**config.mk**
```make
export PLATFORM = sky130hd
export DESIGN_NAME = sdhci_dat_rx_lanes
export DESIGN_NICKNAME = d
export VERILOG_FILES = /design/src/rtl/sdhci_dat_rx_lanes.sv
export SDC_FILE = /design/constraint.sdc
export NUM_CORES = 1
export LEC_CHECK = 0
export BUFFER_PORTS_ARGS = -buffer_cell sky130_fd_sc_hd__buf_4
export CAP_MARGIN = 10
export CORE_UTILIZATION = 25
export CTS_CLUSTER_SIZE = 40
export DETAILED_ROUTE_END_ITERATION = 16
export PLACE_DENSITY_LB_ADDON = 0.12
export SLEW_MARGIN = 20
export SYNTH_ARGS = -nofsm -noshare
export SYNTH_HDL_FRONTEND = slang
export SYNTH_SLANG_ARGS = --single-unit
```
**constraint.sdc**
```tcl
create_clock -name clk_i -period 4 [get_ports clk_i]
set_input_delay 0.6 -clock clk_i [delete_from_list [all_inputs] [get_ports clk_i]]
set_output_delay 0.6 -clock clk_i [all_outputs]
set_load 0.005 [all_outputs]
```
**src/rtl/sdhci_dat_rx_lanes.sv**
```systemverilog
`timescale 1ns/1ps
// sdhci_dat_rx_lanes: SD DAT block receiver for 1/4/8 lanes with per-lane CRC16, end-bit check and 32-bit word streaming.
// Define SDHCI_RX_TIMEOUT_EN to enable the start-bit wait timeout (otherwise timeout_i is ignored).
module sdhci_dat_rx_lanes #(
    parameter int MaxLanes       = 8,
    parameter int BlockSizeWidth = 12,
    parameter int TimeoutWidth   = 24
) (
    input  logic                      clk_i,
    input  logic                      rst_ni,
    input  logic                      sd_clk_en_p_i,
    input  logic                      start_i,
    input  logic [1:0]                bus_width_i,
    input  logic [BlockSizeWidth-1:0] block_size_i,
    input  logic [TimeoutWidth-1:0]   timeout_i,
    input  logic [MaxLanes-1:0]       dat_i,
    output logic [31:0]               word_o,
    output logic                      word_valid_o,
    input  logic                      word_ready_i,
    output logic                      pause_sd_clk_o,
    output logic                      busy_o,
    output logic                      done_o,
    output logic                      crc_error_o,
    output logic                      end_bit_error_o,
    output logic                      timeout_error_o
);
    typedef enum logic [2:0] {S_IDLE, S_WAIT, S_DATA, S_CRC, S_END, S_DRAIN} state_t;

    state_t                    r_state, w_state_nx;
    logic [1:0]                r_lw, w_lw_in;
    logic [BlockSizeWidth-1:0] r_block_size, r_byte_cnt;
    logic [3:0]                r_cnt, w_last_bit;
    logic [7:0]                r_byte, w_byte_in, w_dat, w_mask, w_crc_msb;
    logic [15:0]               r_crc [MaxLanes];
    logic                      r_crc_err, r_end_err;
    logic [31:0]               r_asm, w_asm_next, r_word;
    logic                      r_asm_full, r_valid;
    logic                      r_done, r_crc_err_p, r_end_err_p, r_to_err_p;
    logic                      w_tick, w_pause, w_start_bit, w_byte_done, w_last_byte;
    logic                      w_word_done, w_out_free, w_drained, w_timeout;

    function automatic logic [15:0] crc16_step(input logic [15:0] c, input logic d);
        return {c[14:0], 1'b0} ^ ((c[15] ^ d) ? 16'h1021 : 16'h0000);
    endfunction

    assign w_dat       = 8'(dat_i);
    assign w_lw_in     = (bus_width_i == 2'b10 && MaxLanes >= 8) ? 2'd2 :
                         (bus_width_i == 2'b01 && MaxLanes >= 4) ? 2'd1 : 2'd0;
    assign w_mask      = (r_lw == 2'd2) ? 8'hFF : (r_lw == 2'd1) ? 8'h0F : 8'h01;
    assign w_last_bit  = (r_lw == 2'd2) ? 4'd0 : (r_lw == 2'd1) ? 4'd1 : 4'd7;
    assign w_byte_in   = (r_lw == 2'd2) ? w_dat :
                         (r_lw == 2'd1) ? {r_byte[3:0], w_dat[3:0]} : {r_byte[6:0], w_dat[0]};
    assign w_pause     = r_state == S_DATA && r_asm_full && r_valid && !word_ready_i;
    assign w_tick      = sd_clk_en_p_i && !w_pause;
    assign w_start_bit = (w_dat & w_mask) == 8'h00;
    assign w_byte_done = r_state == S_DATA && w_tick && r_cnt == w_last_bit;
    assign w_last_byte = r_byte_cnt + BlockSizeWidth'(1) == r_block_size;
    assign w_word_done = w_byte_done && (r_byte_cnt[1:0] == 2'd3 || w_last_byte);
    assign w_out_free  = !r_valid || word_ready_i;
    assign w_drained   = r_state == S_DRAIN && !r_valid && !r_asm_full;

    assign word_o          = r_word;
    assign word_valid_o    = r_valid;
    assign pause_sd_clk_o  = w_pause;
    assign busy_o          = r_state != S_IDLE;
    assign done_o          = r_done;
    assign crc_error_o     = r_crc_err_p;
    assign end_bit_error_o = r_end_err_p;
    assign timeout_error_o = r_to_err_p;

`ifdef SDHCI_RX_TIMEOUT_EN
    logic [TimeoutWidth-1:0] r_timeout, r_to_cnt;
    assign w_timeout = r_state == S_WAIT && w_tick && !w_start_bit && r_timeout != '0 &&
                       r_to_cnt + TimeoutWidth'(1) == r_timeout;
    // Count non-start ticks while waiting for the start bit.
    always_ff @(posedge clk_i or negedge rst_ni) begin
        if (!rst_ni) begin
            r_timeout <= '0;
            r_to_cnt  <= '0;
        end else if (r_state == S_IDLE && start_i) begin
            r_timeout <= timeout_i;
            r_to_cnt  <= '0;
        end else if (r_state == S_WAIT && w_tick) begin
            r_to_cnt <= r_to_cnt + TimeoutWidth'(1);
        end
    end
`else
    logic w_unused_timeout;
    assign w_timeout        = 1'b0;
    assign w_unused_timeout = ^timeout_i;
`endif

    // Top bit of every lane CRC, compared against received CRC bits.
    always_comb begin
        w_crc_msb = '0;
        for (int i = 0; i < MaxLanes; i++) w_crc_msb[i] = r_crc[i][15];
    end

    // Merge the completed byte into the assembly word (fresh word once the old one has left).
    always_comb begin
        w_asm_next = r_asm_full ? '0 : r_asm;
        if (w_byte_done) w_asm_next[8*r_byte_cnt[1:0] +: 8] = w_byte_in;
    end

    // FSM state register.
    always_ff @(posedge clk_i or negedge rst_ni) begin
        if (!rst_ni) r_state <= S_IDLE;
        else         r_state <= w_state_nx;
    end

    // FSM next-state logic.
    always_comb begin
        w_state_nx = r_state;
        case (r_state)
            S_IDLE:  if (start_i && block_size_i != '0) w_state_nx = S_WAIT;
            S_WAIT:  if (w_tick && w_start_bit) w_state_nx = S_DATA;
                     else if (w_timeout) w_state_nx = S_IDLE;
            S_DATA:  if (w_byte_done && w_last_byte) w_state_nx = S_CRC;
            S_CRC:   if (w_tick && r_cnt == 4'd15) w_state_nx = S_END;
            S_END:   if (w_tick) w_state_nx = S_DRAIN;
            S_DRAIN: if (w_drained) w_state_nx = S_IDLE;
            default: w_state_nx = S_IDLE;
        endcase
    end

    // Block configuration, bit/byte counters and error accumulation.
    always_ff @(posedge clk_i or negedge rst_ni) begin
        if (!rst_ni) begin
            r_lw         <= '0;
            r_block_size <= '0;
            r_byte       <= '0;
            r_cnt        <= '0;
            r_byte_cnt   <= '0;
            r_crc_err    <= 1'b0;
            r_end_err    <= 1'b0;
        end else if (r_state == S_IDLE && start_i) begin
            r_lw         <= w_lw_in;
            r_block_size <= block_size_i;
            r_cnt        <= '0;
            r_byte_cnt   <= '0;
            r_crc_err    <= 1'b0;
            r_end_err    <= 1'b0;
        end else if (w_tick) begin
            if (r_state == S_DATA) begin
                r_byte <= w_byte_in;
                r_cnt  <= w_byte_done ? 4'd0 : r_cnt + 4'd1;
                if (w_byte_done) r_byte_cnt <= r_byte_cnt + BlockSizeWidth'(1);
            end
            if (r_state == S_CRC) begin
                r_cnt     <= r_cnt + 4'd1;
                r_crc_err <= r_crc_err | (|((w_dat ^ w_crc_msb) & w_mask));
            end
            if (r_state == S_END) r_end_err <= |(~w_dat & w_mask);
        end
    end

    // Per-lane CRC16: accumulate over data, then shift out for comparison.
    always_ff @(posedge clk_i or negedge rst_ni) begin
        if (!rst_ni) begin
            for (int i = 0; i < MaxLanes; i++) r_crc[i] <= '0;
        end else begin
            for (int i = 0; i < MaxLanes; i++) begin
                if (r_state == S_IDLE && start_i) r_crc[i] <= '0;
                else if (r_state == S_DATA && w_tick && w_mask[i]) r_crc[i] <= crc16_step(r_crc[i], w_dat[i]);
                else if (r_state == S_CRC && w_tick) r_crc[i] <= {r_crc[i][14:0], 1'b0};
            end
        end
    end

    // Assembly and output word registers with same-cycle handoff on accept.
    always_ff @(posedge clk_i or negedge rst_ni) begin
        if (!rst_ni) begin
            r_asm      <= '0;
            r_asm_full <= 1'b0;
            r_word     <= '0;
            r_valid    <= 1'b0;
        end else if (r_asm_full && w_out_free) begin
            r_word     <= r_asm;
            r_valid    <= 1'b1;
            r_asm      <= w_asm_next;
            r_asm_full <= w_word_done;
        end else if (w_word_done && w_out_free) begin
            r_word  <= w_asm_next;
            r_valid <= 1'b1;
            r_asm   <= '0;
        end else begin
            if (w_byte_done) r_asm <= w_asm_next;
            if (w_word_done) r_asm_full <= 1'b1;
            if (word_ready_i) r_valid <= 1'b0;
        end
    end

    // One-cycle completion and error pulses.
    always_ff @(posedge clk_i or negedge rst_ni) begin
        if (!rst_ni) begin
            r_done      <= 1'b0;
            r_crc_err_p <= 1'b0;
            r_end_err_p <= 1'b0;
            r_to_err_p  <= 1'b0;
        end else begin
            r_done      <= (r_state == S_IDLE && start_i && block_size_i == '0) || w_drained || w_timeout;
            r_crc_err_p <= w_drained && r_crc_err;
            r_end_err_p <= w_drained && r_end_err;
            r_to_err_p  <= w_timeout;
        end
    end
endmodule

```
# == Word-level counts from Yosys, hierarchy flattened ==
# Index checks and enable logic that the tools add are counted.
# W data, S select, Z words.
# word_totals
inputBits,51
regBits,239
out_inout_bits,39
# op_classes
n_shift,2
addsub,3
mux,76
n_reduce_logical,67
bitwise_logic,23
eq_ne,20
# ops
operator,n
$mux W16,24
$mux W32,7
$xor A16 B13 Y16,8
$mux W13,8
$mux W12,4
$reduce_bool A3 Y1,12
$neg A5 Y34,1
$shift A8 B34 Y32 const A,1
$shiftx A8 B34 Y32,1
$bwmux W32,1
$logic_and A1 B1 Y1,28
$and A8 B8 Y8,3
$mux W3,8
$mux W4,6
$mux W8,3
$pmux W3 S6,1
$reduce_or A8 Y1,2
$ne A2 B2 Y1 const B,7
$reduce_bool A2 Y1,7
$mux W1,13
$add A12 B1 Y12 const B,1
$eq A12 B12 Y1,1
$logic_not A12 Y1,1
$reduce_bool A12 Y1,1
other kinds (21),42

# == Depth between registers and ports, before layout ==
# Gate-level depths: netlist of run 1.
# logic_depth
ltp_word,13
mapped_depth,14

# == Worst setup path after synthesis of run 1 ==
# OpenSTA, ideal clock, no wires.
# synth_path
path_kind,register to register
from,register r_byte_cnt[0]
to,"register r_word[27], in the netlist word_o[27]"
path_stages_with_launch,14
slack_ns,0.804
path_buffers,3
setup_ns,0.126
arrival_time_ns,3.070
path_cell_list,dfrtp_1 clkbuf_1 inv_1 ha_1 xnor2_1 nand3_1 a2111oi_2 nand4_1 or4_1 buf_6 nand2_8 o21ai_4 buf_6 a221o_1
# synth_via
elab_chain_cells,6
# synth_rtl
item,line_no,source
from (decl),31,"logic [BlockSizeWidth-1:0] r_block_size, r_byte_cnt;"
from (signal assigned),147,if (w_byte_done) r_byte_cnt <= r_byte_cnt + BlockSizeWidth'(1);
$neg A5 Y34 / $add A12 B1 Y12 (equally long branches),"102, 57",
"$shiftx A8 B34 Y32, or another cell as far along",102,if (w_byte_done) w_asm_next[8*r_byte_cnt[1:0] +: 8] = w_byte_in;
$bwmux W32 / $logic_or A1 B1 Y1 (equally long branches),"102, 58",
$mux W32 / $logic_and A1 B1 Y1 (equally long branches),"102, 58",
$mux W32 / $logic_and A1 B1 Y1 (equally long branches),182,end else if (w_word_done && w_out_free) begin
$mux W32 / $reduce_bool A2 Y1 (equally long branches),n/a,
to (signal assigned),178,r_word <= r_asm;
to (signal assigned),183,r_word <= w_asm_next;
to (decl),36,"logic [31:0] r_asm, w_asm_next, r_word;"
# Several ways; a longest one is shown, not always the timed one. The select of a mux whose other input is x is not followed.
# A chain may end at the register's enable or synchronous reset.

# == Worst setup path after layout of run 1 ==
# layout_path
from,register r_byte_cnt[0]
to,"register r_word[30], in the netlist word_o[30]"
# Same word-level chain as after synthesis.

==> results list, run 1 <==
* Clock buffer count from CTS: 29
- Along the worst path, the maximum fanout reaches 10.
* Min-delay worst type: primary input to async pin
- Synthesis-to-finish area growth: 19.3%
- In the routed layout, each cell is associated on average with a via count of 4.56.
- TritonCTS built the clock tree.
* Top-level port count: 90
- Global-route congestion overflow total: 0
- WS Path Type: register to register
- In the synthesized netlist the async set-or-reset flop fraction comes to 100%.
- Area share of the leading cell type in the synthesized netlist: 54.3%
- Across the VDD grid, the largest voltage drop is 0.000263 V.
- The cell area that synthesis handed to floorplanning was 0.0110 sq mm.
* Flip-flop and latch area: 0.00598 sq mm
- The most common cell in the synthesized netlist is sky130_fd_sc_hd__nand2_1.
- In this run, the number of DRC markers left after iteration 0 of detailed routing was 505.
- In the post-synthesis netlist, the biggest area contributors are sky130_fd_sc_hd__dfrtp_1 (54%), sky130_fd_sc_hd__nand2_1 (12%), sky130_fd_sc_hd__o21ai_0 (7.4%).
* Footprint of the multi-input gates: 0.00471 sq mm
- Across all register-to-register paths, the minimum setup slack is 450 ps.
- Die area: 0.0449 sq mm
- Setup violations remaining at the end of the flow were counted as 0.
- Clock-pin slew was measured on the worst setup and hold paths at 60 ps.
* Most frequently used flop master after synthesis: sky130_fd_sc_hd__dfrtp_1
* Data arrival time at the worst-slack endpoint: 4050 ps
* Area post-placement: 0.0122 sq mm
- Placed wire-length estimate after detailed placement: 20.1 mm
- Fraction of final layout cells sized beyond drive strength 1: 12.3%
- The endpoint identified for the worst register-to-register timing path is word_o[30].
- The floorplan step set the die width to 212 um.
- Floorplan die height: 212 um
- Clock network fraction of total power: 31.2%
- Number of warnings issued by yosys: 0
* Max Root-Sink Buffers: 3
- Number of cell instances on the worst register-to-register path: 10
* All-Layer GR Usage: 14.0%
* Remaining antenna violation count after routing: 0
- The clock reaches the later pin of the worst-skew pair after 560 ps.
* Startpoint kind of the worst setup timing path: register
* Count of final max-slew check failures: 0
- For this run, the detailed router's first-pass iteration total came to 5.
* Final net count: 1318
- Leak: 5.73 nW
- Initial antenna violation count: 2
- Post-synth net total: 1264
* Largest net degree at the start of global routing: 88
- Core area: 0.0433 sq mm
- For the pin with the worst max-slew slack, the measured transition is 1060 ps.
* Final number of hold-violating endpoints: 0
- The cell count after synthesis came out at 1204.
- The biggest area contributor in the post-synthesis netlist is sky130_fd_sc_hd__dfrtp_1.
- Post-CTS resize count: 0
* Max-cap violations: 0
- Derived from the worst setup path, the maximum achievable clock frequency is 282 MHz.
* Origin of the critical flop-to-flop path: r_byte_cnt[0]
- Result of the run: completed
* Count of standard-cell rows: 76
- Setup repair after global routing left no endpoint under its margin.
- Power density cells: 621 mW/mm^2
- OpenSTA, run right after detailed placement, puts the worst setup slack at 457 ps.
- Most used standard cells in the synthesized netlist: sky130_fd_sc_hd__nand2_1 (343), sky130_fd_sc_hd__dfrtp_1 (239), sky130_fd_sc_hd__o21ai_0 (162)
- Final WL: 30.4 mm
- After layout, the worst setup slack is 451 ps.
- The worst pin sits at a relative slew slack of 28.5%.
- Once the floorplan was initialized, standard cells occupied 25.5% of the core.
- The number of different library cells used by synthesis comes to 63.
- After detailed routing, the average wire length per cell comes to 16.4 um.
* Required time of the worst setup path: 4500 ps
- Vias: 8477
- The repair_antennas step left the layout with diodes totalling 0.
- Fill cell total of the finished layout: 4604
* CTS H-Tree Depth: 1
- For this run, design rule violations remaining after detail routing come to 0.
- Relative contribution of combinational cells to total power: 27.1%
- Critical Path Sink Type: register
- Int Pwr: 5.29 mW
* Synth Register Bits: 239
- Final Critical Period: 3550 ps
* IO buf count: 64
- Routability-driven placement finished with a final weighted congestion of 0.781.
- For the final routed database, the setup TNS stands at 0 ps.
* Part of the power in registers: 41.6%
* Util after Layout: 30.4%
- First-pass GRT wire length: 49.3 mm
* Sw Ratio: 35.2%
- Post-synthesis average cell area: 9.15 sq um
- Final worst-path cycle share: 88.7%
* Reported net switching power: 2.88 mW
- Summing all non-filler instances in the final layout gives an area of 0.0131 sq mm.
- The via count of the first global-routing pass was 8397.
- Clk sinks: 239
- The synthesized design contains 0 enable-type register cells.
- Post-CTS setup-driven buffer insertion count: 0
- Buffers inserted to repair hold after CTS numbered 0.
* Worst-case clock skew: 24.4 ps
- The tree is rooted in a sky130_fd_sc_hd__clkbuf_16.
* Seq/Total Area, Yosys: 54.3%
-- worst max-delay path by stage --
stage	startpoint	end	slack [ps]	cells after the start
6_report	r_byte_cnt[0]	word_o[30]	450	10
5_1_grt	r_byte_cnt[0]	word_o[30]	200	11
4_1_cts	r_byte_cnt[0]	word_o[30]	440	10
3_5_place_dp	r_byte_cnt[0]	word_o[26]	460	10
3_3_place_gp	r_byte_cnt[0]	word_o[30]	430	10
2_1_floorplan	r_byte_cnt[0]	word_o[27]	800	13
-- cell type report --
class                      count  share of cell area, %
tap                          585                   5.57
clock inverter                 6                  0.485
multi-input combinational    878                   35.8
inverter                      12                  0.343
clock buffer                  43                   6.45
timing repair buffer          98                   5.84
sequential                   239                   45.5
-- per-layer routing --
metal	global-route usage, %	vias up	share of wire, %
met5	0	-	0.082
met1	19.5	4052	48
met2	21.8	121	46
li1	-	4241	-
met4	4.52	4	2.8
met3	2.51	59	3.6
-- state kept, by name, summed over array words and instances (netlist names) --
register,flops
r_crc,128
r_asm,32
word_o,32
r_block_size,12
r_byte_cnt,12
r_byte,7
r_cnt,4
r_state,3
r_lw,2
crc_error_o,1
done_o,1
end_bit_error_o,1
r_asm_full,1
r_crc_err,1
r_end_err,1
word_valid_o,1
-- power by group through the flow --
stage / logic (mW) / registers (mW) / clock network, mW
after floorplan: 1.54 / 3.33 / 0
after global placement: 2.26 / 3.44 / 0
after detailed placement: 2.28 / 3.45 / 0
after CTS: 2.29 / 3.41 / 2.66
after global routing: 2.57 / 3.49 / 2.75
final: 2.21 / 3.40 / 2.55
-- cell families after synthesis --
| family | Yosys count | share of synthesized area (%) |
|---|---|---|
| and+or+nand+nor | 500 | 19.4 |
| AOI/OAI and AO/OA | 316 | 17.7 |
| DFF | 239 | 54.3 |
| buffers and inverters | 87 | 3.29 |
| xor gates and xnor gates | 43 | 3.54 |
| adders and majority gates | 9 | 1.02 |
| muxes | 9 | 0.829 |
| other | 1 | 0.0340 |
-- cells in the final DEF, fill, tap and decap left out, types with 5 or more instances in the layout --
cell type                   count
sky130_fd_sc_hd__a32o_1         5
sky130_fd_sc_hd__nor3_1        21
sky130_fd_sc_hd__nor2_1        49
sky130_fd_sc_hd__o31ai_1        7
sky130_fd_sc_hd__xor2_1        25
sky130_fd_sc_hd__dfrtp_1      239
sky130_fd_sc_hd__o21ai_0      162
sky130_fd_sc_hd__a21oi_1       30
sky130_fd_sc_hd__mux2i_1        8
sky130_fd_sc_hd__a221o_1       12
sky130_fd_sc_hd__clkbuf_1       7
sky130_fd_sc_hd__and3_1        11
sky130_fd_sc_hd__a21o_1         5
sky130_fd_sc_hd__o2bb2ai_1     14
sky130_fd_sc_hd__a211o_1        7
sky130_fd_sc_hd__nand2b_1       9
sky130_fd_sc_hd__clkbuf_8       7
sky130_fd_sc_hd__o21ai_1       22
sky130_fd_sc_hd__o22ai_1       10
sky130_fd_sc_hd__o211ai_1       7
sky130_fd_sc_hd__xnor2_1       17
sky130_fd_sc_hd__buf_4         95
sky130_fd_sc_hd__nand3_1       28
sky130_fd_sc_hd__nand2_1      342
sky130_fd_sc_hd__ha_1           9
sky130_fd_sc_hd__inv_1         10
sky130_fd_sc_hd__a22oi_1       11
sky130_fd_sc_hd__clkbuf_16     29
-- through the flow --
step	total power [mW]	hold WS (ps)	instances
4_1_cts	8.36	45.8	1861
5_1_grt	8.81	64.4	1861
3_3_place_gp	5.70	461	1812
6_report	8.17	12.8	1861
2_1_floorplan	4.87	304	1204
3_5_place_dp	5.73	463	1812
-- critical path, cell delays in order (launching register included) --
cell                        delay, ps
sky130_fd_sc_hd__dfrtp_1          530
sky130_fd_sc_hd__ha_1             220
sky130_fd_sc_hd__nand2_1          130
sky130_fd_sc_hd__or4_1            540
sky130_fd_sc_hd__a2111oi_2        380
sky130_fd_sc_hd__nand4_1          170
sky130_fd_sc_hd__nor4_2           410
sky130_fd_sc_hd__buf_4            230
sky130_fd_sc_hd__o21ai_1          200
sky130_fd_sc_hd__a21oi_1          450
sky130_fd_sc_hd__a221o_1          220
(Power assumes the default switching activity.)
==> inputs of run 2 (changes only) <==
- CELL_PAD_IN_SITES_DETAIL_PLACEMENT: unset -> 1
- CELL_PAD_IN_SITES_GLOBAL_PLACEMENT: unset -> 2
==> run 2 against run 1 <==
Against the previous run: fmax is 1.4% lower; critical path depth unchanged; highest routed layer unchanged; sequential power about the same; register-to-register slack worse by 50 ps; cell count rose by 0.21%; sequential share of layout area is 0.51 points lower; wire length increased by 8.0%; global-route usage is 1.1 points higher; non-clock buffer count fell by 3; first-iteration DRC count down 20%; total power up 4.8%; count of clock-buffer cells in the layout increased by 3.
==> results list, run 2 (synthesized netlist as in run 1, its figures left out) <==
* Result of the run: completed (unchanged)
* Worst setup slack after placement: 380 ps (was 457 ps)
- The max capacitance violation total came to 0 (unchanged).
- Core area: 0.0433 sq mm (unchanged)
- The number of antenna violations at the first check in global routing was 1 (was 2).
* Final net count: 1316 (was 1318)
- Flip-flop count of the largest register, all copies and words added: 128 (unchanged)
- Count of final max-slew check failures: 0 (unchanged)
* Maximum single-stage delay on the critical path: 550 ps (was 540 ps)
* DR WL/cell: 17.6 um (was 16.4 um)
- Top-level port count: 90 (unchanged)
* Clock buffer count from CTS: 30 (was 29)
- The clock edge transition at the registers on the reported setup and hold paths came to 60 ps (about the same).
- The post-CTS repair timing setup buffer count was 0 (unchanged).
- The power density over the cells was 644 mW/mm^2 (was 621 mW/mm^2).
- The number of DRC markers in iteration 0 is 404 (was 505).
- Placed wire-length estimate after detailed placement: 21.5 mm (was 20.1 mm)
- The antenna cell count is 0 (unchanged).
- The number of filler instances in the final layout is 4978 (was 4604).
- RSZ-0062 raised after global routing: false (unchanged)
- The setup clock skew after layout came to 7.62 ps (was 24.4 ps).
* Final number of hold-violating endpoints: 0 (unchanged)
* Count of unresolved DRC violations after routing: 0 (unchanged)
- Final worst-path cycle share: 89.9% (was 88.7%)
- The hold slack came to 240 ps (was 12.8 ps).
- Vias: 8636 (was 8477)
- By instance count, the cell type seen most on the critical path is sky130_fd_sc_hd__or4_1.
* Data arrival time at the worst-slack endpoint: 4050 ps (about the same)
- The worst slew margin relative to its limit was 41.8% (was 28.5%).
* Global-route congestion overflow total: 0 (unchanged)
- Maximum resistive drop on vdd: 0.000281 V (was 0.000263 V)
* Min-delay worst type: primary input to register (was primary input to async pin)
- Detailed-router iteration count before antenna repair: 4 (was 5)
- Startpoint kind of the worst setup timing path: register (unchanged)
- Clk sinks: 239 (unchanged)
- Required time of the worst setup path: 4450 ps (was 4500 ps)
- The slew of the pin with the lowest slew margin was 873 ps (was 1060 ps).
- The post-detailed-route count of antenna-violating nets came to 0 (unchanged).
- The largest driver fanout on the critical path is 10 (unchanged).
- The most common cell after layout, fill and taps aside was sky130_fd_sc_hd__nand2_1 (unchanged).
* First-pass GRT wire length: 53.3 mm (was 49.3 mm)
- Final Worst Setup Slack: 402 ps (was 451 ps)
- Initial Utilization: 25.5% (unchanged)
- The die outline height came to 212 um (unchanged).
- IO buf count: 64 (unchanged)
- The end-of-flow core utilization was 30.7% (was 30.4%).
- The number of rows created at floorplan came to 76 (unchanged).
- Max Root-Sink Buffers: 3 (unchanged)
* Die area: 0.0449 sq mm (unchanged)
* Final setup violation count: 0 (unchanged)
* Flip-flop and latch area: 0.00598 sq mm (unchanged)
- The clock insertion delay at the later pin of the skew report came to 570 ps (was 560 ps).
- The combined area of the multi-input logic cells was 0.00472 sq mm (was 0.00471 sq mm).
- CP Buf/Inv Count: 1 (unchanged)
* Top delay family on crit path: simple AND/OR/NAND/NOR gates (unchanged)
* CTS H-Tree Depth: 1 (unchanged)
- Final WL: 32.9 mm (was 30.4 mm)
* Highest-count cells in the layout ignoring fill and taps: sky130_fd_sc_hd__nand2_1 (342), sky130_fd_sc_hd__dfrtp_1 (239), sky130_fd_sc_hd__o21ai_0 (162) (unchanged)
* Register containing the most flip-flops in the final layout: r_crc (unchanged)
* Width of the die: 212 um (unchanged)
- Cell with the largest stage delay on the worst path: sky130_fd_sc_hd__or4_1 (unchanged)
* TritonCTS clock tree: done (unchanged)
- Vias in the first global route: 9045 (was 8397)
- WS Path Type: register to register (unchanged)
- The summed negative setup slack over all endpoints was 0 ps (unchanged).
* All-Layer GR Usage: 15.1% (was 14.0%)
* Achievable Freq: 278 MHz (was 282 MHz)
- The fraction of layout cells with a size suffix above 1 was 12.8% (was 12.3%).
- The time the final worst path needs with I/O delays and setup is 3600 ps (was 3550 ps).
* Synthesis-to-finish area growth: 20.6% (was 19.3%)
- Clock root buffer master: sky130_fd_sc_hd__clkbuf_16 (unchanged)
* Critical Path Sink Type: register (unchanged)
* Number of vias per cell: 4.63 (was 4.56)
* Worst path cell trace: ha_1 -> nand2_1 -> or4_1 -> a2111oi_2 -> nand4_1 -> or4_1 -> buf_4 -> a21oi_1 -> nor2_1 -> a22o_1 (was ha_1 -> nand2_1 -> or4_1 -> a2111oi_2 -> nand4_1 -> nor4_2 -> buf_4 -> o21ai_1 -> a21oi_1 -> a221o_1)
- The maximum number of pins on one net before global-route repair came to 120 (was 88).
* Leak: 5.81 nW (was 5.73 nW)
- Gp weighted congestion: 0.758 (was 0.781)
## run 2: cell count changes in the layout (fill, tap and decap cells not counted), sizes merged
| cell | before | now |
|---|---|---|
| buf | 98 | 94 |
| clkinv | 5 | 9 |
| clkbuf | 43 | 46 |
| bufinv | 1 | 3 |
| clkinvlp | 2 | 0 |
| dlygate4sd3 | 0 | 1 |
## run 2: per-stage QoR
step	total power [mW]	cells	cell area, sq um
2_1_floorplan	4.87	1204	11000
6_report	8.56	1865	13300
3_5_place_dp	5.81	1808	12200
3_3_place_gp	5.75	1808	12200
5_1_grt	9.21	1865	13300
4_1_cts	8.76	1865	13300
## run 2: final timing paths
path / start / to / slack, ps / cells past startpoint
worst min-delay path: block_size_i[3] / r_block_size[3] / 240 / 3
min in group asynchronous: rst_ni / r_block_size[9] / 540 / 2
worst max register to register: r_byte_cnt[0] / r_asm[5] / 400 / 10
worst min register to register: r_crc[72] / r_crc[72] / 480 / 2
max in group asynchronous: rst_ni / r_asm[26] / 2380 / 3
worst max-delay path: r_byte_cnt[0] / r_asm[5] / 400 / 10
## run 2: routing by layer
layer  vias to the layer above  routed length (um)  GRT usage (%)
met5                         -                  17              0
met4                         2                 648           3.60
met3                        50                1220           2.61
met2                       107               14900           24.0
met1                      4247               16100           21.2
li1                       4230                   -              -
## run 2: tightest hold or removal path, delay by kind of cell
kind | cells | cell delay, ps
buf+inv | 1 | 90
simple gates | 2 | 90
## run 2: report_power, final
group / internal, mW / switching (mW) / leakage [nW]
sequential: 3.02 / 0.389 / 3.19
combinational: 0.758 / 1.52 / 2.09
clock: 1.78 / 1.08 / 0.530
total: 5.57 / 2.99 / 5.81
## run 2: cell type report
cell class	instances	area share (%)
Sequential cell	239	45.0
Multi-Input combinational cell	878	35.5
Clock buffer	46	7.01
Timing Repair Buffer	95	5.72
Tap cell	585	5.51
Clock inverter	10	0.941
Inverter	12	0.339
## run 2: what timing repair did
action / CTS / global route
hold buffers: 1 / 0
gates resized for setup: 0 / 0
endpoints found under the hold margin: 23 / 0
==> inputs of run 3 (changes only) <==
- CAP_MARGIN: 10 -> 15
- PLACE_DENSITY: unset -> 0.57
- PLACE_DENSITY_LB_ADDON: 0.12 -> unset
==> run 3 against run 2 <==
Against the previous run: sequential share of layout area grew 0.29 points; largest power group unchanged; wire length decreased by 0.61%; largest cell class unchanged; global-route usage barely moved; cell count grew 0.16%.
==> results list, run 3 (synthesized netlist as in run 1, its figures left out) <==
- First-pass GRT wire length: 53.4 mm (was 53.3 mm)
* Count of standard-cell rows: 76 (unchanged)
- Clock insertion delay at the later pin of the skew report: 580 ps (was 570 ps)
* Initial Utilization: 25.5% (unchanged)
- Power density cells: 630 mW/mm^2 (was 644 mW/mm^2)
- Final Critical Period: 3490 ps (was 3600 ps)
* CTS H-Tree Depth: 1 (unchanged)
- IO buf count: 64 (unchanged)
- The final setup violation count came to 0 (unchanged).
- Result of the run: completed (unchanged)
- Data arrival time at the worst-slack endpoint: 3950 ps (was 4050 ps)
- The number of flip-flops under the largest register name came to 128 (unchanged).
* Post-CTS setup-driven buffer insertion count: 0 (unchanged)
- Flip-flop and latch area: 0.00598 sq mm (unchanged)
- Global-route congestion overflow total: 0 (unchanged)
- The global router's overall resource usage came to 15.1% (about the same).
- The CTS tree was done (unchanged).
* Int Pwr: 5.36 mW (was 5.57 mW)
* Required time of the worst setup path: 4450 ps (about the same)
- Maximum resistive drop on vdd: 0.000307 V (was 0.000281 V)
* Final net count: 1320 (was 1316)
- Drt first-iter violations: 359 (was 404)
- Worst-case clock skew: 13.0 ps (was 7.62 ps)
* Startpoint kind of the worst setup timing path: register (unchanged)
* Most common library cell in the layout ignoring fill and taps: sky130_fd_sc_hd__nand2_1 (unchanged)
* Synthesis-to-finish area growth: 19.9% (was 20.6%)
- Fill cell total of the finished layout: 4978 (unchanged)
- The critical path class is register to register (unchanged).
- Leak: 5.77 nW (was 5.81 nW)
- The count of pins over their slew limit came to 0 (unchanged).
- The final HPWL from detailed placement came to 21.6 mm (was 21.5 mm).
- Vias in the first global route: 9102 (was 9045)
* Top-level port count: 90 (unchanged)
* Normalized max-slew margin: 34.8% (was 41.8%)
- The maximum number of pins on one net before global-route repair was 88 (was 120).
* Width of the die: 212 um (unchanged)
- Part of the power in registers: 40.9% (was 39.9%)
- Clock transition time at the flip-flop clock pins of the worst setup and hold paths: 60 ps (about the same)
- Highest-count cells in the layout ignoring fill and taps: sky130_fd_sc_hd__nand2_1 (342), sky130_fd_sc_hd__dfrtp_1 (239), sky130_fd_sc_hd__o21ai_0 (162) (unchanged).
- Count of unresolved DRC violations after routing: 0 (unchanged)
* Total negative setup slack: 0 ps (unchanged)
- Register containing the most flip-flops in the final layout: r_crc (unchanged)
- The clock share of power was 32.2% (was 33.5%).
- The average routed wire per standard cell came to 17.5 um (was 17.6 um).
- Remaining antenna violation count after routing: 0 (unchanged)
- The sort of element at the end of the critical path is a register (unchanged).
* Vias: 8681 (was 8636)
* Reported net switching power: 2.97 mW (was 2.99 mW)
- The number of buffers created by CTS came to 30 (unchanged).
- Sw Ratio: 35.7% (was 35.0%)
- The fraction of the cycle the final worst path needs was 87.3% (was 89.9%).
- Number of cells in the design after placement: 1812 (was 1808)
- The area of the die came to 0.0449 sq mm (unchanged).
- Measured slew at the worst slew-check pin: 978 ps (was 873 ps)
- The highest clock rate came to 286 MHz (was 278 MHz).
* Number of vias per cell: 4.65 (was 4.63)
- RSZ-0062 raised after global routing: false (unchanged).
* Max Root-Sink Buffers: 3 (unchanged)
- The total wire length came to 32.7 mm (was 32.9 mm).
- The number of iterations in the first detailed-routing pass is 4 (unchanged).
- Clock root buffer master: sky130_fd_sc_hd__clkbuf_16 (unchanged)
* Fraction of final layout cells sized beyond drive strength 1: 12.4% (was 12.8%)
- The proportion of power drawn by combinational gates is 26.8% (was 26.7%).
* Min-delay worst type: primary input to register (unchanged)
* Max-cap violations: 0 (unchanged)
* Footprint of the multi-input gates: 0.00471 sq mm (was 0.00472 sq mm)
* Initial antenna violation count: 3 (was 1)
- The number of cells in the finished layout apart from fillers came to 1868 (was 1865).
- The largest driver fanout on the critical path came to 17 (was 10).
- The last weighted congestion value of the routability-driven placer was 0.758 (about the same).
- The die outline height was 212 um (unchanged).
* Final number of hold-violating endpoints: 0 (unchanged)
- Clk sinks: 239 (unchanged)
* Core area: 0.0433 sq mm (unchanged)
## run 3: area by class of cell
| cell class | instances | share of cell area, % |
|---|---|---|
| tap | 585 | 5.54 |
| sequential | 239 | 45.3 |
| inverter | 12 | 0.341 |
| clock inverter | 9 | 0.805 |
| timing repair buffer | 99 | 5.89 |
| multi-input combinational | 878 | 35.6 |
| antenna | 1 | 0.0189 |
| clock buffer | 45 | 6.49 |
## run 3: final timing paths
kind                                  from         endpoint  slack (ps)  depth (start not counted)
min reg2reg                      r_crc[88]        r_crc[88]         470                          2
max reg2reg                  r_byte_cnt[0]       word_o[31]         510                         10
min                        block_size_i[3]  r_block_size[3]         220                          3
max in group asynchronous           rst_ni       word_o[31]        2440                          3
max                          r_byte_cnt[0]       word_o[31]         510                         10
min in group asynchronous           rst_ni  r_block_size[5]         540                          2
## run 3: power groups by stage
| stage | logic (mW) | registers [mW] | clock network, mW |
|---|---|---|---|
| final | 2.24 | 3.41 | 2.69 |
| after global routing | 2.60 | 3.50 | 2.88 |
| after CTS | 2.32 | 3.42 | 2.80 |
| after detailed placement | 2.32 | 3.45 | 0 |
| after global placement | 2.27 | 3.44 | 0 |
| after floorplan | 1.54 | 3.33 | 0 |
## run 3: per-stage QoR
stage	setup slack [ps]	area (sq um)	util, %	power (mW)	hold WS (ps)
final	507	13200	30.5	8.33	221
after floorplan	804	11000	-	4.87	304
after detailed placement	509	12200	28.3	5.77	466
after global placement	546	12200	28.3	5.71	460
after CTS	494	13200	30.5	8.53	202
after global routing	323	13200	30.5	8.98	215
## run 3: worst max-delay path, cell delays in order (launching register included)
cell,delay [ps]
sky130_fd_sc_hd__dfrtp_1,430
sky130_fd_sc_hd__ha_1,190
sky130_fd_sc_hd__nand2_1,130
sky130_fd_sc_hd__or4_1,550
sky130_fd_sc_hd__a2111oi_2,380
sky130_fd_sc_hd__nand4_1,170
sky130_fd_sc_hd__or4_1,520
sky130_fd_sc_hd__buf_4,220
sky130_fd_sc_hd__nand2_8,180
sky130_fd_sc_hd__o21ai_4,160
sky130_fd_sc_hd__a221o_1,420
## run 3: layer usage
| layer | vias to the layer above | GRT usage [%] | wire length [um] |
|---|---|---|---|
| li1 | 4247 | - | - |
| met1 | 4293 | 21.2 | 16000 |
| met2 | 90 | 23.9 | 14800 |
| met3 | 47 | 2.91 | 1290 |
| met4 | 4 | 3.35 | 597 |
| met5 | - | 0 | 23 |
## run 3: repair_timing
action / in CTS / in global routing
hold buffers: 1 / 0
endpoints found under the hold margin: 53 / 0
gates resized for setup: 0 / 0
